<file path="src/rtl/cache_plru_pkg.sv">
// Purpose: shared constants, FSM state encoding and PLRU tree type for the PLRU controller.
// Latency: none; this file holds only types and constants.
// Backpressure: not applicable.
// Ports: none.
package cache_plru_pkg;

  localparam int WAYS     = 8;
  localparam int WAYS_REP = 3;
  localparam int SETS     = 64;
  localparam int SET_BITS = 6;

  typedef enum logic {
    INIT = 1'b0,
    RUN  = 1'b1
  } plru_state_e;

  // Heap-ordered tree: node 0 is the root, children of node i are 2i+1 and 2i+2.
  typedef logic [WAYS-2:0] plru_t;

endpackage

</file>
<file path="src/rtl/cache_plru_tree.sv">
// Purpose: tree-PLRU victim walk plus path update for one set.
// Latency: purely combinational.
// Backpressure: none.
// Ports:
//   i_tree               current tree bits of the set
//   i_hit / i_hit_way    hit flag and the way that hit
//   o_way / o_tree       chosen way and the tree rewritten to point away from it
module cache_plru_tree
  import cache_plru_pkg::*;
(
  input  plru_t               i_tree,
  input  logic                i_hit,
  input  logic [WAYS_REP-1:0] i_hit_way,
  output logic [WAYS_REP-1:0] o_way,
  output plru_t               o_tree
);

  logic [WAYS_REP-1:0] w_victim;
  logic [WAYS_REP-1:0] w_walk_node;
  logic [WAYS_REP-1:0] w_way;
  logic [WAYS_REP-1:0] w_upd_node;
  logic [WAYS_REP-1:0] w_path;
  logic                w_dir;

  // Victim walk: each visited bit becomes the next way bit, MSB first.
  // {node, 1} + dir computes 2*node + 1 + dir, i.e. the chosen child.
  always_comb begin
    w_victim    = '0;
    w_walk_node = '0;
    for (int lvl = 0; lvl < WAYS_REP; lvl++) begin
      w_victim    = {w_victim[WAYS_REP-2:0], i_tree[w_walk_node]};
      w_walk_node = {w_walk_node[WAYS_REP-2:0], 1'b1}
                  + {{(WAYS_REP-1){1'b0}}, i_tree[w_walk_node]};
    end
  end

  assign w_way = i_hit ? i_hit_way : w_victim;
  assign o_way = w_way;

  // Path update: every node on the chosen way's path points to the other
  // subtree; nodes off the path keep their value.
  always_comb begin
    o_tree     = i_tree;
    w_upd_node = '0;
    w_path     = w_way;
    w_dir      = 1'b0;
    for (int lvl = 0; lvl < WAYS_REP; lvl++) begin
      w_dir              = w_path[WAYS_REP-1];
      o_tree[w_upd_node] = ~w_dir;
      w_upd_node         = {w_upd_node[WAYS_REP-2:0], 1'b1}
                         + {{(WAYS_REP-1){1'b0}}, w_dir};
      w_path             = {w_path[WAYS_REP-2:0], 1'b0};
    end
  end

endmodule

</file>
<file path="src/rtl/cache_plru_ctrl.sv">
// Purpose: per-set tree-PLRU state keeper; returns the hit way or a victim way and writes the updated tree back.
// Latency: response is valid one cycle after acceptance; one lookup per cycle while rsp_ready is high.
// Backpressure: req_ready drops while a response is stalled, during a clearing sweep, and on a flush pulse.
// Ports:
//   clk, rst_n                          clock and asynchronous active-low reset
//   req_valid/req_ready/req_set/req_hit/req_hit_way   lookup request
//   rsp_valid/rsp_ready/rsp_way/rsp_hit                lookup response
//   flush (in), busy (out)              start and indicate a clearing sweep
module cache_plru_ctrl
  import cache_plru_pkg::*;
(
  input  logic                clk,
  input  logic                rst_n,
  input  logic                req_valid,
  output logic                req_ready,
  input  logic [SET_BITS-1:0] req_set,
  input  logic                req_hit,
  input  logic [WAYS_REP-1:0] req_hit_way,
  output logic                rsp_valid,
  input  logic                rsp_ready,
  output logic [WAYS_REP-1:0] rsp_way,
  output logic                rsp_hit,
  input  logic                flush,
  output logic                busy
);

  plru_state_e         r_state;
  plru_state_e         w_state_nxt;
  logic [SET_BITS-1:0] r_sweep_idx;
  logic [SET_BITS-1:0] w_sweep_idx_nxt;

  // Not reset: contents become defined only through the sweep.
  plru_t               r_plru [SETS];

  logic                r_rsp_valid;
  logic                r_rsp_hit;
  logic [WAYS_REP-1:0] r_rsp_way;

  plru_t               w_cur_tree;
  plru_t               w_new_tree;
  logic [WAYS_REP-1:0] w_way;
  logic                w_accept;

  assign w_cur_tree = r_plru[req_set];

  cache_plru_tree u_tree (
    .i_tree    (w_cur_tree),
    .i_hit     (req_hit),
    .i_hit_way (req_hit_way),
    .o_way     (w_way),
    .o_tree    (w_new_tree)
  );

  assign req_ready = (r_state == RUN) & ~flush & (~r_rsp_valid | rsp_ready);
  assign w_accept  = req_valid & req_ready;
  assign busy      = (r_state == INIT);
  assign rsp_valid = r_rsp_valid;
  assign rsp_way   = r_rsp_way;
  assign rsp_hit   = r_rsp_hit;

  always_ff @(posedge clk or negedge rst_n) begin
    if (!rst_n) begin
      r_state     <= INIT;
      r_sweep_idx <= '0;
    end else begin
      r_state     <= w_state_nxt;
      r_sweep_idx <= w_sweep_idx_nxt;
    end
  end

  // flush is only honoured in RUN; a sweep in progress simply runs on.
  always_comb begin
    w_state_nxt     = r_state;
    w_sweep_idx_nxt = r_sweep_idx;
    case (r_state)
      INIT: begin
        w_sweep_idx_nxt = r_sweep_idx + 1'b1;
        if (r_sweep_idx == SET_BITS'(SETS - 1)) begin
          w_state_nxt     = RUN;
          w_sweep_idx_nxt = '0;
        end
      end
      RUN: begin
        if (flush) begin
          w_state_nxt     = INIT;
          w_sweep_idx_nxt = '0;
        end
      end
      default: begin
        w_state_nxt     = INIT;
        w_sweep_idx_nxt = '0;
      end
    endcase
  end

  // Write lands at the accepting edge, so a back-to-back request to the same
  // set reads the freshly written tree without any forwarding path.
  always_ff @(posedge clk) begin
    if (r_state == INIT) begin
      r_plru[r_sweep_idx] <= '0;
    end else if (w_accept) begin
      r_plru[req_set] <= w_new_tree;
    end
  end

  // A response still pending at a flush is kept and drains normally.
  always_ff @(posedge clk or negedge rst_n) begin
    if (!rst_n) begin
      r_rsp_valid <= 1'b0;
      r_rsp_way   <= '0;
      r_rsp_hit   <= 1'b0;
    end else if (w_accept) begin
      r_rsp_valid <= 1'b1;
      r_rsp_way   <= w_way;
      r_rsp_hit   <= req_hit;
    end else if (rsp_ready) begin
      r_rsp_valid <= 1'b0;
    end
  end

endmodule

</file>
<file path="config.mk">
export PLATFORM = sky130hd
export DESIGN_NAME = cache_plru_ctrl
export DESIGN_NICKNAME = d
export VERILOG_FILES = /design/src/rtl/cache_plru_pkg.sv /design/src/rtl/cache_plru_tree.sv /design/src/rtl/cache_plru_ctrl.sv
export SDC_FILE = /design/constraint.sdc
export NUM_CORES = 1
export LEC_CHECK = 0
export CAP_MARGIN = 10
export CORE_ASPECT_RATIO = 0.8
export CORE_MARGIN = 1
export CORE_UTILIZATION = 56
export DETAILED_ROUTE_END_ITERATION = 8
export PLACE_DENSITY_LB_ADDON = 0.3
export SLEW_MARGIN = 25
export SYNTH_ARGS = -nofsm -noshare
export SYNTH_HDL_FRONTEND = slang
export SYNTH_SLANG_ARGS = --single-unit
</file>
<file path="constraint.sdc">
create_clock -name clk -period 4.7 [get_ports clk]
set_input_delay 0.94 -clock clk [delete_from_list [all_inputs] [get_ports clk]]
set_output_delay 0.94 -clock clk [all_outputs]
set_load 0.03 [all_outputs]
</file>
# After elaboration in Yosys (flattened, before gate mapping)
# Memories as Yosys holds them, arrays and structs flattened.
# Cells that the tools add are included.
op_classes:
  multipliers: 0
  eq_ne: 2
  n_div: 0
  n_mux: 26
  magnitude_cmp: 6
  reduce_logical: 4
  n_shift: 0
  addsub: 5
  n_bitwise: 10
ops:
  columns: ["op", "count"]
  rows:
  - ["6-bit two-way mux", 3]
  - ["3-bit by 4-bit < comparator with 1-bit output (second input constant)", 4]
  - ["7-bit bitwise mux", 2]
  - ["1-bit two-way mux", 13]
  - ["6-bit one-hot mux with 2 select lines", 1]
  - ["7-bit two-way mux", 1]
  - ["7-bit OR reduction", 1]
  - ["3-bit by 1-bit adder with 3-bit output", 2]
  - ["6-bit by 1-bit adder with 6-bit output (second input constant)", 1]
  - ["1-bit binary-select mux with 3-bit select", 2]
  - ["1-bit demux with 3-bit select", 2]
  - ["6-bit equality test (second input constant)", 1]
  - ["3-bit by 1-bit >= comparator with 1-bit output (second input constant)", 2]
  - ["1-bit inverter", 6]
  - ["1-bit by 1-bit adder with 2-bit output (first input constant)", 2]
  - ["1-bit AND", 3]
  - ["3-bit two-way mux", 1]
  - ["1-bit logical AND", 2]
  - ["2-bit != test (second input constant)", 1]
  - ["1-bit one-hot mux with 2 select lines", 1]
  - ["2-bit nonzero test", 1]
  - ["1-bit OR", 1]
totals:
  memories: 1
  romBits: 0
  ramBits: 448
  reg_bits: 12
  output_inout_bits: 7
  latchBits: 0
mem_list:
  columns: ["name", "words", "word_bits", "rd", "rd_clocked_by_memory_dff", "write_ports", "line_no", "source"]
  rows:
  - ["r_plru", 64, 7, 1, 0, 1, "cache_plru_ctrl.sv:33", "plru_t r_plru [SETS];"]

# Depth between registers and ports, before layout
# An unclocked memory read counts as a cell.
logic_depth:
  depth_word: 16
  mapped_depth: 12
  depth_no_buf: 8

# Cells and area by module
# From an unflattened synthesis, not the netlist that was laid out.
unflattened:
  cells_unflattened: 955
  area_unflattened_um2: 18794.3
by_module_without_submodules:
  columns: ["mod", "seq_area_each_um2", "n_inst", "cells_per_inst", "area_each_um2"]
  rows:
  - ["cache_plru_ctrl", 13753.2, 1, 917, 18505.2]
  - ["cache_plru_tree", 0.0, 1, 38, 289.0]

# Worst setup path before layout
# No wires, ideal clock.
synth_timing:
  path_type: "input-to-reg"
  startpoint: "in req_set[0]"
  endpoint: "mem r_plru[0][1] in the netlist's numbering, data pin"
  path_stages: 11
  slack_ps: -1400
  setup_ps: 721
  arrival_time_ps: 5379
  path_cell_list: "buf_6 > buf_12 > buf_12 > mux4_2 > a22oi_1 > a21oi_1 > nor4_2 > inv_1 > nor2_1 > nor3_1 > a211oi_1"
synth_via:
  elab_chain_cells: 12
synth_rtl:
  columns: ["element", "line_no", "source"]
  rows:
  - ["start: declaration", "cache_plru_ctrl.sv:16", "input logic [SET_BITS-1:0] req_set,"]
  - ["memory 64 x 7 bit *", null, null]
  - ["1-bit by 1-bit adder with 2-bit output", "cache_plru_tree.sv:33", "+ {{(WAYS_REP-1){1'b0}}, i_tree[w_walk_node]};"]
  - ["1-bit binary-select mux with 3-bit select", "cache_plru_tree.sv:31, cache_plru_tree.sv:33", null]
  - ["1-bit two-way mux (implied by the code)", "cache_plru_tree.sv:31, cache_plru_tree.sv:33", null]
  - ["3-bit two-way mux", "cache_plru_tree.sv:37", "assign w_way = i_hit ? i_hit_way : w_victim;"]
  - ["3-bit by 1-bit adder with 3-bit output", "cache_plru_tree.sv:51", "+ {{(WAYS_REP-1){1'b0}}, w_dir};"]
  - ["3-bit by 4-bit < comparator with 1-bit output (implied by the code) or 3-bit by 1-bit >= comparator with 1-bit output (tied branches)", "cache_plru_tree.sv:49", "o_tree[w_upd_node] = ~w_dir;"]
  - ["1-bit logical AND (implied by the code)", "cache_plru_tree.sv:49", null]
  - ["1-bit two-way mux (implied by the code)", "cache_plru_tree.sv:49", null]
  - ["1-bit demux with 3-bit select", null, null]
  - ["7-bit bitwise mux *", "cache_plru_tree.sv:49", null]
  - ["7-bit two-way mux (no line) *", null, null]
  - ["end: declaration", "cache_plru_ctrl.sv:33", null]
# Every way passes the cells marked *; elsewhere a longest branch is shown, timed or not. The select of a mux whose other input is x is not followed.

# Worst setup path in the final report
layout_timing:
  startpoint: "in req_set[0]"
  endpoint: "mem r_plru[16][3] in the netlist's numbering, data pin"
# The elaborated chain is that of the path after synthesis.

==> reports/metrics.cfg <==
[outcome]
status = finished, final reports clean

[cells_and_area]
fillers = 2118
diodes = 0
final_nets = 1126
drive_gt1_frac = 0.281
syn_to_final_growth_pct = 16.7

[clock_tree]
cts_sinks = 460
cts_hold_buf = 0
cts_resized = 0
post_cts_buffers = 0
numCtsBuffers = 43
htreeDepth = 2
clk_pin_slew_ns = 0.06
cts_buffer_depth = 3
clk_root_buffer_cell = clkbuf_16
clock_latency_ns = 0.54
cts_tree = done

[timing]
fmax_mhz = 254
rsz0062_at_grt = no
final-max-slew-violation-count = 0
finalCritPeriodShare = 0.838
hold_violations = 0
setup_viol = 0
maxSlewHeadroom = 0.427
worstMarginPinSlew_ns = 0.859
fin_setup_tns_ns = 0
layout_min_cycle_time_ns = 3.94
finClkSkew_ns = 0.0170
worst_slack_ns = 0.761

[global_route]
grt_util_all_layers = 0.277
overflow = 0
grt_max_degree = 65
antenna_found_initial = 0
grt_pass1_vias = 9918
grt_pass1_wl_mm = 66.2

[drt]
vias = 10200
routed_wl_mm = 45.1
dr.first_iter.drc_count = 1166
wl_per_cell_um = 28.7
drc = 0
postRouteAntennaNets = 0
avgViaCountPerCell = 6.51
first_pass_iters = 6

[synth]
postSynthCellCount = 972
async_flop_share = 0.0261
yosys.area.top_type = edfxtp_1
synth-edff-count = 448
yosysWarnings = 0
synth_area_leaders = edfxtp_1, mux4_2, nor2_1
syn-cell-area_um2 = 18600
synthFlopType = edfxtp_1
ys_seq_area_frac = 0.741
syn_area_per_cell_um2 = 19.1
synth_nets = 988
yosys.area.top_type_share = 0.724
ys_ff_latch = 460
synth.distinct_cells = 61

[power]
cellLeakagePower_uw = 0.00727
peakVddDrop_mv = 0.384
power_density_nw_per_um2 = 458

[die]
rows = 59
core_um2 = 32600
die_x_um = 206
dieArea_um2 = 33900
start_util = 0.570
boundaryPins = 22
die_height_um = 165

[placed_design]
gp_congestion = 0.944
hpwl_mm = 29.2
numPortBuffers = 21
pre_cts_ws_ns = 0.310

[worst_setup_path]
critPathArrivalTime_ns = 4.18
cp.required_ns = 4.94
crit_path_end_kind = register
cp-startpoint = req_set[0]
crit_path_start_kind = primary input
path_class = primary input to register
reg2reg_from = r_plru[9][1]$_DFFE_PP_
reg2reg_slack_ns = 1.49
crit_fanout = 64

[min_path]
worstHoldPathType = register to register
worstHoldStart = rsp_hit$_DFFE_PN0P_

[job]
cap_violations = 0

-- placed cells by master, fill, tap and decap left out, types with 4 or more instances in the layout --
master and n:
edfxtp_1 448, buf_4 109, mux4_2 107, nor2_1 85, nand2_1 48, clkbuf_16 45
mux2i_1 26, a21oi_1 20, a22oi_1 19, clkdlybuf4s50_1 18, o21ai_0 15, buf_12 15
nand3_1 13, dfrtp_1 12, inv_1 10, nor2b_1 8, clkbuf_1 8, bufinv_16 8
mux2_2 7, nand2b_1 7, clkinv_1 7, clkinv_2 7, a211oi_1 6, o22ai_1 6
nor3_1 5, o21a_1 5, o31ai_1 5, and3_1 4, a21boi_0 4, a31oi_1 4
-- metrics by stage --
| stage | util | total power, uW | hold WS [ns] | cell area [um2] | std cells |
|---|---|---|---|---|---|
| 4_1_cts | 0.666 | 9940 | 0.493 | 21700 | 1571 |
| 5_1_grt | 0.666 | 10200 | 0.530 | 21700 | 1571 |
| 6_report | 0.666 | 9930 | 0.487 | 21700 | 1571 |
| 3_5_place_dp | 0.620 | 6310 | 0.479 | 20200 | 1492 |
| 3_3_place_gp | 0.620 | 6280 | 0.473 | 20200 | 1492 |
| 2_1_floorplan | - | 5710 | 0.550 | 18600 | 972 |
-- synth_stat cells (all sizes together), types with 2 or more instances --
library cell	count
dfrtp	12
o31ai	5
o32a	2
a211oi	7
a2111oi	2
and3	4
a22o	3
mux4	107
a21boi	4
a22oi	20
a31oi	5
clkbuf	15
nor2b	8
nand3	13
nor3b	3
nand2	49
nand3b	3
o21a	7
o21bai	2
nand2b	7
mux2i	26
o2bb2ai	2
and2	3
nor4	4
o22ai	6
edfxtp	448
a21oi	20
nand4b	2
mux2	7
o31a	2
nor3	7
inv	10
buf	37
a311oi	2
o21ai	16
xnor2	2
nor2	87
-- flip-flops by register name, summed over array words and instances, names as in the netlist --
signal       cells
rsp_valid        1
rsp_way          3
r_state          1
r_sweep_idx      6
r_plru         448
rsp_hit          1
-- power breakdown --
group | internal (uW) | switching [uW] | leakage (uW) | total [uW]
registers | 4790 | 120 | 0.00431 | 4910
logic | 473 | 876 | 0.00223 | 1350
clock network | 2200 | 1470 | 0.000727 | 3670
-- final timing paths --
path                                         endpoint  depth (start not counted)
max                           r_plru[16][3]$_DFFE_PP_                         10
min                               rsp_hit$_DFFE_PN0P_                          2
max reg2reg                   r_plru[16][3]$_DFFE_PP_                          8
min reg2reg                       rsp_hit$_DFFE_PN0P_                          2
max in group asynchronous  r_sweep_idx[1]$_DFFE_PN0P_                          1
min in group asynchronous       rsp_valid$_DFFE_PN0P_                          1
-- routing by layer --
layer  wire [um]  track usage  share of wire  vias up
met5           0            0              0        -
met4         972       0.0687          0.022        0
met3        4280       0.0598          0.095       79
met2       20400        0.407           0.45      565
met1       19400        0.424           0.43     5345
li1            -            -              -     4238
-- worst max-delay path, cell delays in order --
cell and delay, ns:
buf_6 0.35, buf_12 0.24, mux4_2 0.54, a22oi_1 0.42, a21oi_1 0.15, nor4_2 0.37, mux2_2 0.40, a22o_1 0.22
o21a_2 0.24, buf_12 0.20
-- area by class of cell --
cell class              instances  area, um2  share of cell area
flip-flops and latches        460      13800               0.635
well taps                     427        534              0.0247
multi-input cells             449       4520               0.209
clock inverters                26        339              0.0156
inverters                      11       41.3             0.00191
clock buffers                  53       1160              0.0534
repair buffers                145       1330              0.0612
-- cells by family (layout without fill, tap and decap cells) --
family / after synthesis / after routing / share of synthesized area
fa+ha+maj: 1 / 1 / 0.000674
mux: 140 / 140 / 0.148
compound gates: 114 / 114 / 0.0431
buf+inv: 63 / 235 / 0.0194
simple gates: 192 / 192 / 0.0472
xor+xnor: 2 / 2 / 0.000944
flops: 460 / 460 / 0.741
Note: power is estimated with default switching activity, not from simulation.
